==> src/rtl/monitor_descarga.sv <==
// rtl/monitor_descarga.sv - battery discharge monitor with hysteresis, sample filter and status LED
// Classifies a sampled battery level into NORMAL/BAJO/CRITICO and drives a steady or blinking LED.
module monitor_descarga #(
  parameter int WIDTH     = 4,
  parameter int LOW_TH    = 4,
  parameter int CRIT_TH   = 2,
  parameter int HYST      = 1,
  parameter int FILT      = 3,
  parameter int BLINK_DIV = 4
) (
  input  logic             clk,
  input  logic             rst_n,
  input  logic [WIDTH-1:0] nivel,
  input  logic             nivel_valid,
  output logic [1:0]       estado,
  output logic             bajo,
  output logic             critico,
  output logic             led
);

  typedef enum logic [1:0] {
    NORMAL  = 2'b00,
    BAJO    = 2'b01,
    CRITICO = 2'b10
  } state_e;

  localparam int CW = $clog2(FILT + 1);
  localparam int BW = (BLINK_DIV > 1) ? $clog2(BLINK_DIV) : 1;

  // Thresholds held in WIDTH+1 bits so the hysteresis sums cannot wrap.
  localparam logic [WIDTH:0] LOW_EXT   = (WIDTH+1)'(LOW_TH);
  localparam logic [WIDTH:0] CRIT_EXT  = (WIDTH+1)'(CRIT_TH);
  localparam logic [WIDTH:0] LOW_HYST  = (WIDTH+1)'(LOW_TH + HYST);
  localparam logic [WIDTH:0] CRIT_HYST = (WIDTH+1)'(CRIT_TH + HYST);
  localparam logic [CW-1:0]  FILT_C    = CW'(FILT);
  localparam logic [BW-1:0]  BLINK_TOP = BW'(BLINK_DIV - 1);

  state_e          state_q, state_d;
  state_e          last_q, last_d;
  state_e          cand;
  logic [CW-1:0]   cnt_q, cnt_d, cnt_inc;
  logic [BW-1:0]   blink_q, blink_d;
  logic            led_q, led_d;
  logic [WIDTH:0]  niv_ext;

  assign niv_ext = {1'b0, nivel};
  assign cnt_inc = cnt_q + 1'b1;

  always_comb begin
    cand = NORMAL;
    case (state_q)
      BAJO: begin
        if (niv_ext <= CRIT_EXT)      cand = CRITICO;
        else if (niv_ext > LOW_HYST)  cand = NORMAL;
        else                          cand = BAJO;
      end
      CRITICO: begin
        if (niv_ext > LOW_HYST)       cand = NORMAL;
        else if (niv_ext > CRIT_HYST) cand = BAJO;
        else                          cand = CRITICO;
      end
      default: begin
        if (niv_ext <= CRIT_EXT)      cand = CRITICO;
        else if (niv_ext <= LOW_EXT)  cand = BAJO;
        else                          cand = NORMAL;
      end
    endcase
  end

  // A differing candidate restarts the count at 1; it never completes an older run.
  always_comb begin
    state_d = state_q;
    last_d  = last_q;
    cnt_d   = cnt_q;
    if (nivel_valid) begin
      if (cand == state_q) begin
        cnt_d = '0;
      end else if (cand == last_q) begin
        if (cnt_inc == FILT_C) begin
          state_d = cand;
          cnt_d   = '0;
        end else begin
          cnt_d = cnt_inc;
        end
      end else begin
        last_d = cand;
        if (FILT_C == CW'(1)) begin
          state_d = cand;
          cnt_d   = '0;
        end else begin
          cnt_d = CW'(1);
        end
      end
    end
  end

  always_comb begin
    blink_d = '0;
    led_d   = 1'b0;
    if (state_d == CRITICO) begin
      if (state_q != CRITICO) begin
        led_d = 1'b1;
      end else if (blink_q == BLINK_TOP) begin
        led_d = ~led_q;
      end else begin
        blink_d = blink_q + 1'b1;
        led_d   = led_q;
      end
    end else begin
      led_d = (state_d == BAJO);
    end
  end

  always_ff @(posedge clk or negedge rst_n) begin
    if (!rst_n) begin
      state_q <= NORMAL;
      last_q  <= NORMAL;
      cnt_q   <= '0;
      blink_q <= '0;
      led_q   <= 1'b0;
    end else begin
      state_q <= state_d;
      last_q  <= last_d;
      cnt_q   <= cnt_d;
      blink_q <= blink_d;
      led_q   <= led_d;
    end
  end

  assign estado  = state_q;
  assign bajo    = (state_q == BAJO);
  assign critico = (state_q == CRITICO);
  assign led     = led_q;

endmodule

==> config.mk <==
export PLATFORM = sky130hd
export DESIGN_NAME = monitor_descarga
export DESIGN_NICKNAME = d
export VERILOG_FILES = /design/src/rtl/monitor_descarga.sv
export SDC_FILE = /design/constraint.sdc
export NUM_CORES = 1
export LEC_CHECK = 0
export ABC_AREA = 0
export CAP_MARGIN = 20
export CELL_PAD_IN_SITES_DETAIL_PLACEMENT = 2
export CELL_PAD_IN_SITES_GLOBAL_PLACEMENT = 2
export CORE_MARGIN = 3
export CORE_UTILIZATION = 28
export CTS_CLUSTER_DIAMETER = 100
export DETAILED_ROUTE_END_ITERATION = 7
export GPL_ROUTABILITY_DRIVEN = 0
export HOLD_SLACK_MARGIN = 0.02
export PLACE_DENSITY_LB_ADDON = 0.1
export SLEW_MARGIN = 15
export SYNTH_ARGS = -nofsm -noshare
export SYNTH_HDL_FRONTEND = slang
export SYNTH_SLANG_ARGS = --single-unit
==> constraint.sdc <==
create_clock -name clk -period 2.2 [get_ports clk]
set_clock_uncertainty 0.2 [all_clocks]
set_input_delay 0.33 -clock clk [delete_from_list [all_inputs] [get_ports clk]]
set_output_delay 0.33 -clock clk [all_outputs]
set_load 0.01 [all_outputs]
# After elaboration in Yosys (flattened, before gate mapping)
# Index checks and enable logic that the tools add are counted.
# W data, S select, Z words.
[classes] bitwise=3 n_reduce_logical=1 order_cmp=4 eq_ne=10 n_addsub=2 mux=20
[op_table] op="$mux W2" n=14
[op_table] op="$eq A2 B2 Y1 const B" n=4
[op_table] op="$mux W1" n=5
[op_table] op="$add A2 B1 Y2 const B" n=2
[op_table] op="$eq A2 B1 Y1 const B" n=2
[op_table] op="$eq A2 B2 Y1" n=2
[op_table] op="$gt A4 B2 Y1 const B" n=1
[op_table] op="$gt A4 B3 Y1 const B" n=1
[op_table] op="$le A4 B2 Y1 const B" n=1
[op_table] op="$le A4 B3 Y1 const B" n=1
[op_table] op="$pmux W2 S2" n=1
[op_table] op="$ne A3 B1 Y1 const B" n=1
[op_table] op="$not A1 Y1" n=3
[op_table] op="$reduce_and A3 Y1" n=1
[op_table] op="$ne A2 B2 Y1 const B" n=1
[totals] word_cells=45 reg_bits=9 out_inout_bits=5 in_bits=7

# Depth between registers and ports, before layout
[depth] ltp_word=10 mapped_depth=8 ltp_nobuf=8

# Least setup slack after synthesis
# Ideal clock, no wire load.
[synth_path] path_type="reg2reg" from="register state_q[0], in the netlist estado[0]" to="register blink_q[1]" t_required_ns=1.880 path_slack_ns=-0.186 path_buffers=0 path_stages_with_launch=9 synth_period_minus_slack_ns=2.386 arrival_ns=2.066 setup_ns=0.120 path_cell_list="dfrtp_1 > inv_1 > ha_1 > nand2b_1 > a211oi_2 > xnor2_1 > a31oi_2 > a21oi_2 > and3b_1"
[synth_via] elab_chain_cells=8 word_cells_on_any_way=13 classes_between="eq/ne: 6; mux: 7"
[synth_lines] item="from (decl)" line="38" text="state_e state_q, state_d;"
[synth_lines] item="from (signal assigned)" line="122" text="state_q <= state_d;"
[synth_lines] item="$eq A2 B2 Y1 / $eq A2 B1 Y1 (equally long branches)" line="51" text="case (state_q)"
[synth_lines] item="$pmux W2 S2" line="51"
[synth_lines] item="$eq A2 B2 Y1 / $mux W2 (equally long branches)" line="78, 79"
[synth_lines] item="$mux W2" line="78" text="end else if (cand == last_q) begin"
[synth_lines] item="$mux W2" line="76" text="if (cand == state_q) begin"
[synth_lines] item="$mux W2" line="75" text="if (nivel_valid) begin"
[synth_lines] item="$eq A2 B2 Y1" line="100" text="if (state_d == CRITICO) begin"
[synth_lines] item="$mux W2 *" line="100"
[synth_lines] item="net blink_d[1]" line="42" text="logic [BW-1:0] blink_q, blink_d;"
[synth_lines] item="to (signal assigned)" line="125" text="blink_q <= blink_d;"
[synth_lines] item="to (decl)" line="42"
# The timed path passes the listed nets; every way through them passes the cells marked *.
# A chain may end at the register's enable or synchronous reset.

# Worst setup path in the final report
[layout_path] from="register state_q[0], in the netlist estado[0]" to="register last_q[1]"
[layout_via] elab_chain_cells=5 word_cells_on_any_way=8 classes_between="eq/ne: 4; mux: 1; bitwise: 2; reduce/logical: 1"
[layout_lines] item="$eq A2 B2 Y1 / $eq A2 B1 Y1 (equally long branches)" line="51"
[layout_lines] item="$pmux W2 S2" line="51"
[layout_lines] item="$eq A2 B2 Y1 (on tied branches)" line="78, 76"
[layout_lines] item="$not A1 Y1 (no line)"
[layout_lines] item="$reduce_and A3 Y1 (no line)"
[layout_lines] item="to (signal assigned)" line="123" text="last_q <= last_d;"
[layout_lines] item="to (decl)" line="39" text="state_e last_q, last_d;"
# Several ways; a longest one is shown, not always the timed one.

==> results.rst <==
.. list-table::
   :header-rows: 1

   * - Metric
     - Value
   * - Share of the synthesized area in the top cell type
     - approximately a third
   * - Area contributors post-synth
     - sky130_fd_sc_hd__dfrtp_1 (35%), sky130_fd_sc_hd__ha_1 (5.9%), sky130_fd_sc_hd__xnor2_1 (5.5%)
   * - Number of warnings printed during yosys synthesis
     - 0
   * - Number of instances in the synthesized netlist
     - 59
   * - Count of nets left with antenna violations after detail routing
     - 0
   * - GRT overflow
     - 0
   * - Antenna violations before repair
     - 0
   * - Placement row count
     - 16
   * - Clock root buffer
     - sky130_fd_sc_hd__clkbuf_4
   * - Critical register-to-register path endpoint
     - last_q[1]$_DFFE_PN0P_
   * - Clock-pin transition on the worst setup and hold timing paths
     - 0.06 ns
   * - Total of max-cap violations
     - 0
   * - Async set-reset flop share out of synthesis
     - 100%
   * - TritonCTS clock tree
     - built
   * - Worst-skew pair later-pin latency
     - roughly 0.26 ns
   * - Worst Max-Slew Pin Slew
     - between 0.4 and 0.5 ns
   * - Most frequently used flop master after synthesis
     - sky130_fd_sc_hd__dfrtp_1
   * - Die height
     - about 54 um
   * - Total negative slack for setup checks
     - -0.387 ns
   * - Final count of negative-setup-slack endpoints
     - 7
   * - Via-to-Cell Ratio
     - just over 5
   * - Proportion of layout cells with a drive suffix above 1
     - 58.3%
   * - Final routed wire length divided by cell count
     - about 19 um
   * - Pwr per Cell Area
     - about 1200 nW/um^2
   * - Count of unresolved DRC violations after routing
     - 0
   * - Launch point of the critical path
     - estado[0]$_DFF_PN0_
   * - WHS
     - ~0.17 ns
   * - Die ar.
     - 2890 um^2
   * - Number of global-route vias before repair
     - 679
   * - DR iter-0 viols
     - 1
   * - Startpoint-to-endpoint class of the critical path
     - flop to flop
   * - Level count of the clock H-tree
     - 1
   * - Port Buffers
     - 11
   * - Core Area
     - roughly 2100 um^2
   * - Number of inserted filler cells in the final layout
     - ~210
   * - Count of cell types in the netlist
     - 33
   * - End-of-flow core utilization
     - a little over half
   * - Pin count of the biggest net entering global routing
     - 10
   * - Register bit count reported by yosys
     - 9
   * - Sequential share of the synthesized area
     - 35.3%
   * - Most repeated cell in the gate-level netlist after synthesis
     - sky130_fd_sc_hd__dfrtp_1
   * - Required time worst endpoint
     - about 2.1 ns
   * - Status
     - complete, but fails checks
   * - WL final
     - about 2300 um
   * - Maximum operating frequency
     - 434 MHz
   * - Fin crit share
     - 105%
   * - GRT Resource Usage Total
     - about 17%
   * - Max-slew violation count
     - 0
   * - Minimum clock period
     - approximately 2.3 ns
   * - Worst setup SP type
     - flop
   * - Worst vdd rail ir drop
     - roughly 0.75 mV
   * - Total CTS buffers
     - 3
   * - Syn nets
     - 69
   * - Leakage dissipation
     - about 0.47 nW
   * - Ant. Diodes
     - 0
   * - Violations in the final reports
     - negative setup slack
   * - Relative slew slack
     - between 70% and 80%
   * - Vias
     - about 630
   * - Cell type contributing the most total cell area after synthesis
     - sky130_fd_sc_hd__dfrtp_1
   * - Top Ports
     - 12
   * - Class of the tightest hold or removal check
     - primary input to async pin
   * - HPWL after detailed placement
     - between 1500 and 2000 um
   * - Arrival time at the worst endpoint
     - between 2 and 2.5 ns
   * - Area of all placed cells without fillers
     - 1090 um^2
   * - Post-layout nets
     - 107
   * - Number of standard cells in the layout, taps in and fillers out
     - 123
   * - Setup repair after global routing missed its margin
     - true
   * - Maximum root-to-sink buffer count
     - 2
   * - R2R cell count
     - 8
   * - Hold Fails Final Rpt
     - 0
   * - Launch instance of the worst register-to-register path
     - estado[0]$_DFF_PN0_
   * - Highest net fanout along the worst path
     - 4
   * - Total placed instance area
     - 940 um^2
   * - Average instance area after synthesis
     - between 10 and 15 um^2
   * - First-pass GRT wire length
     - 3360 um
   * - Commonest cells in the netlist
     - sky130_fd_sc_hd__dfrtp_1 (9), sky130_fd_sc_hd__inv_1 (5), sky130_fd_sc_hd__xnor2_1 (4)
   * - Nature of the critical path endpoint
     - flop
   * - Starting Density
     - between 30% and 40%
   * - Width of the die
     - roughly 54 um
   * - Synth-to-layout area growth
     - 71.2%
   * - Pre-CTS setup slack
     - -0.221 ns
   * - Hold_buf cts
     - 0
   * - Worst reg-to-reg setup slack
     - -0.10 ns
   * - Setup ws final
     - -0.105 ns
   * - Cell total after placement
     - 113
   * - Number of iterations in the first detailed-routing pass
     - 2
   * - EDFF count, synth
     - 0
   * - Overall Power
     - between 1 and 1.5 mW
   * - Post-synthesis instance area
     - between 600 and 700 um^2
   * - Clock sinks
     - 9
[flip-flops by register name, indices dropped and copies added, names as in the netlist]
register  count
last_q        2
estado        2
led           1
cnt_q         2
blink_q       2
[worst max-delay path by stage]
stage / end / slack, ns
final: last_q[1]$_DFFE_PN0P_ / -0.10
after global routing: last_q[1]$_DFFE_PN0P_ / -0.17
after CTS: blink_q[1]$_DFF_PN0_ / -0.06
after detailed placement: last_q[1]$_DFFE_PN0P_ / -0.22
after global placement: last_q[1]$_DFFE_PN0P_ / -0.22
after floorplan: last_q[1]$_DFFE_PN0P_ / 0.007
[cells in the final DEF, fill, tap and decap left out, types with 2 or more instances in the layout]
| cell type | Yosys | layout |
|---|---|---|
| sky130_fd_sc_hd__clkdlybuf4s50_1 | 0 | 11 |
| sky130_fd_sc_hd__and3b_1 | 2 | 2 |
| sky130_fd_sc_hd__nand2_1 | 3 | 2 |
| sky130_fd_sc_hd__a31oi_2 | 1 | 2 |
| sky130_fd_sc_hd__a22o_1 | 2 | 2 |
| sky130_fd_sc_hd__inv_1 | 5 | 4 |
| sky130_fd_sc_hd__dfrtp_2 | 0 | 2 |
| sky130_fd_sc_hd__ha_4 | 0 | 2 |
| sky130_fd_sc_hd__nor4b_2 | 1 | 2 |
| sky130_fd_sc_hd__a21oi_2 | 3 | 4 |
| sky130_fd_sc_hd__dfrtp_1 | 9 | 7 |
| sky130_fd_sc_hd__clkbuf_4 | 0 | 3 |
| sky130_fd_sc_hd__xnor2_2 | 0 | 2 |
| sky130_fd_sc_hd__xnor2_1 | 4 | 2 |
| sky130_fd_sc_hd__buf_4 | 0 | 22 |
[final cells by class]
type | instances | area (um^2) | share of cell area (%)
clock buffer | 4 | 26.3 | 2.41
inverter | 5 | 18.8 | 1.72
multi-input combinational | 45 | 510 | 46.7
sequential | 9 | 228 | 20.8
tap | 27 | 33.8 | 3.09
timing repair buffer | 33 | 275 | 25.2
[power breakdown]
group	internal [mW]	leakage [nW]	switching [mW]
logic	0.464	0.344	0.388
clock network	0.0699	0.0150	0.0579
registers	0.239	0.110	0.0742
total	0.773	0.469	0.520
[critical path, cell delays in order (launching register included)]
cell and delay [ns]:
sky130_fd_sc_hd__dfrtp_2 0.42, sky130_fd_sc_hd__inv_2 0.09, sky130_fd_sc_hd__ha_4 0.22, sky130_fd_sc_hd__nand2b_4 0.15, sky130_fd_sc_hd__a211oi_4 0.32, sky130_fd_sc_hd__buf_4 0.18
sky130_fd_sc_hd__xnor2_2 0.06, sky130_fd_sc_hd__a21oi_2 0.21, sky130_fd_sc_hd__mux2_4 0.33
[kinds of logic after synthesis]
| kind of cell | synth area share [%] |
|---|---|
| buffers and inverters | 2.94 |
| xor gates and xnor gates | 5.49 |
| adders and majority gates | 5.88 |
| and+or+nand+nor | 19.2 |
| AOI/OAI and AO/OA | 26.3 |
| muxes | 4.90 |
| DFF | 35.3 |
[layer usage]
layer | track usage (%) | wire (um) | vias up
met4 | 2.55 | 0 | 0
met3 | 6.09 | 89 | 0
met5 | 0 | 0 | -
li1 | - | - | 296
met2 | 27.6 | 1140 | 12
met1 | 21.8 | 1060 | 318
[timing repair]
action,4_1_cts,5_1_grt
buffers inserted,4,2
endpoints found under the setup margin,8,9
gates cloned,0,0
pin swaps,5,5
resized for setup,6,10
Note: power is estimated with default switching activity, not from simulation.
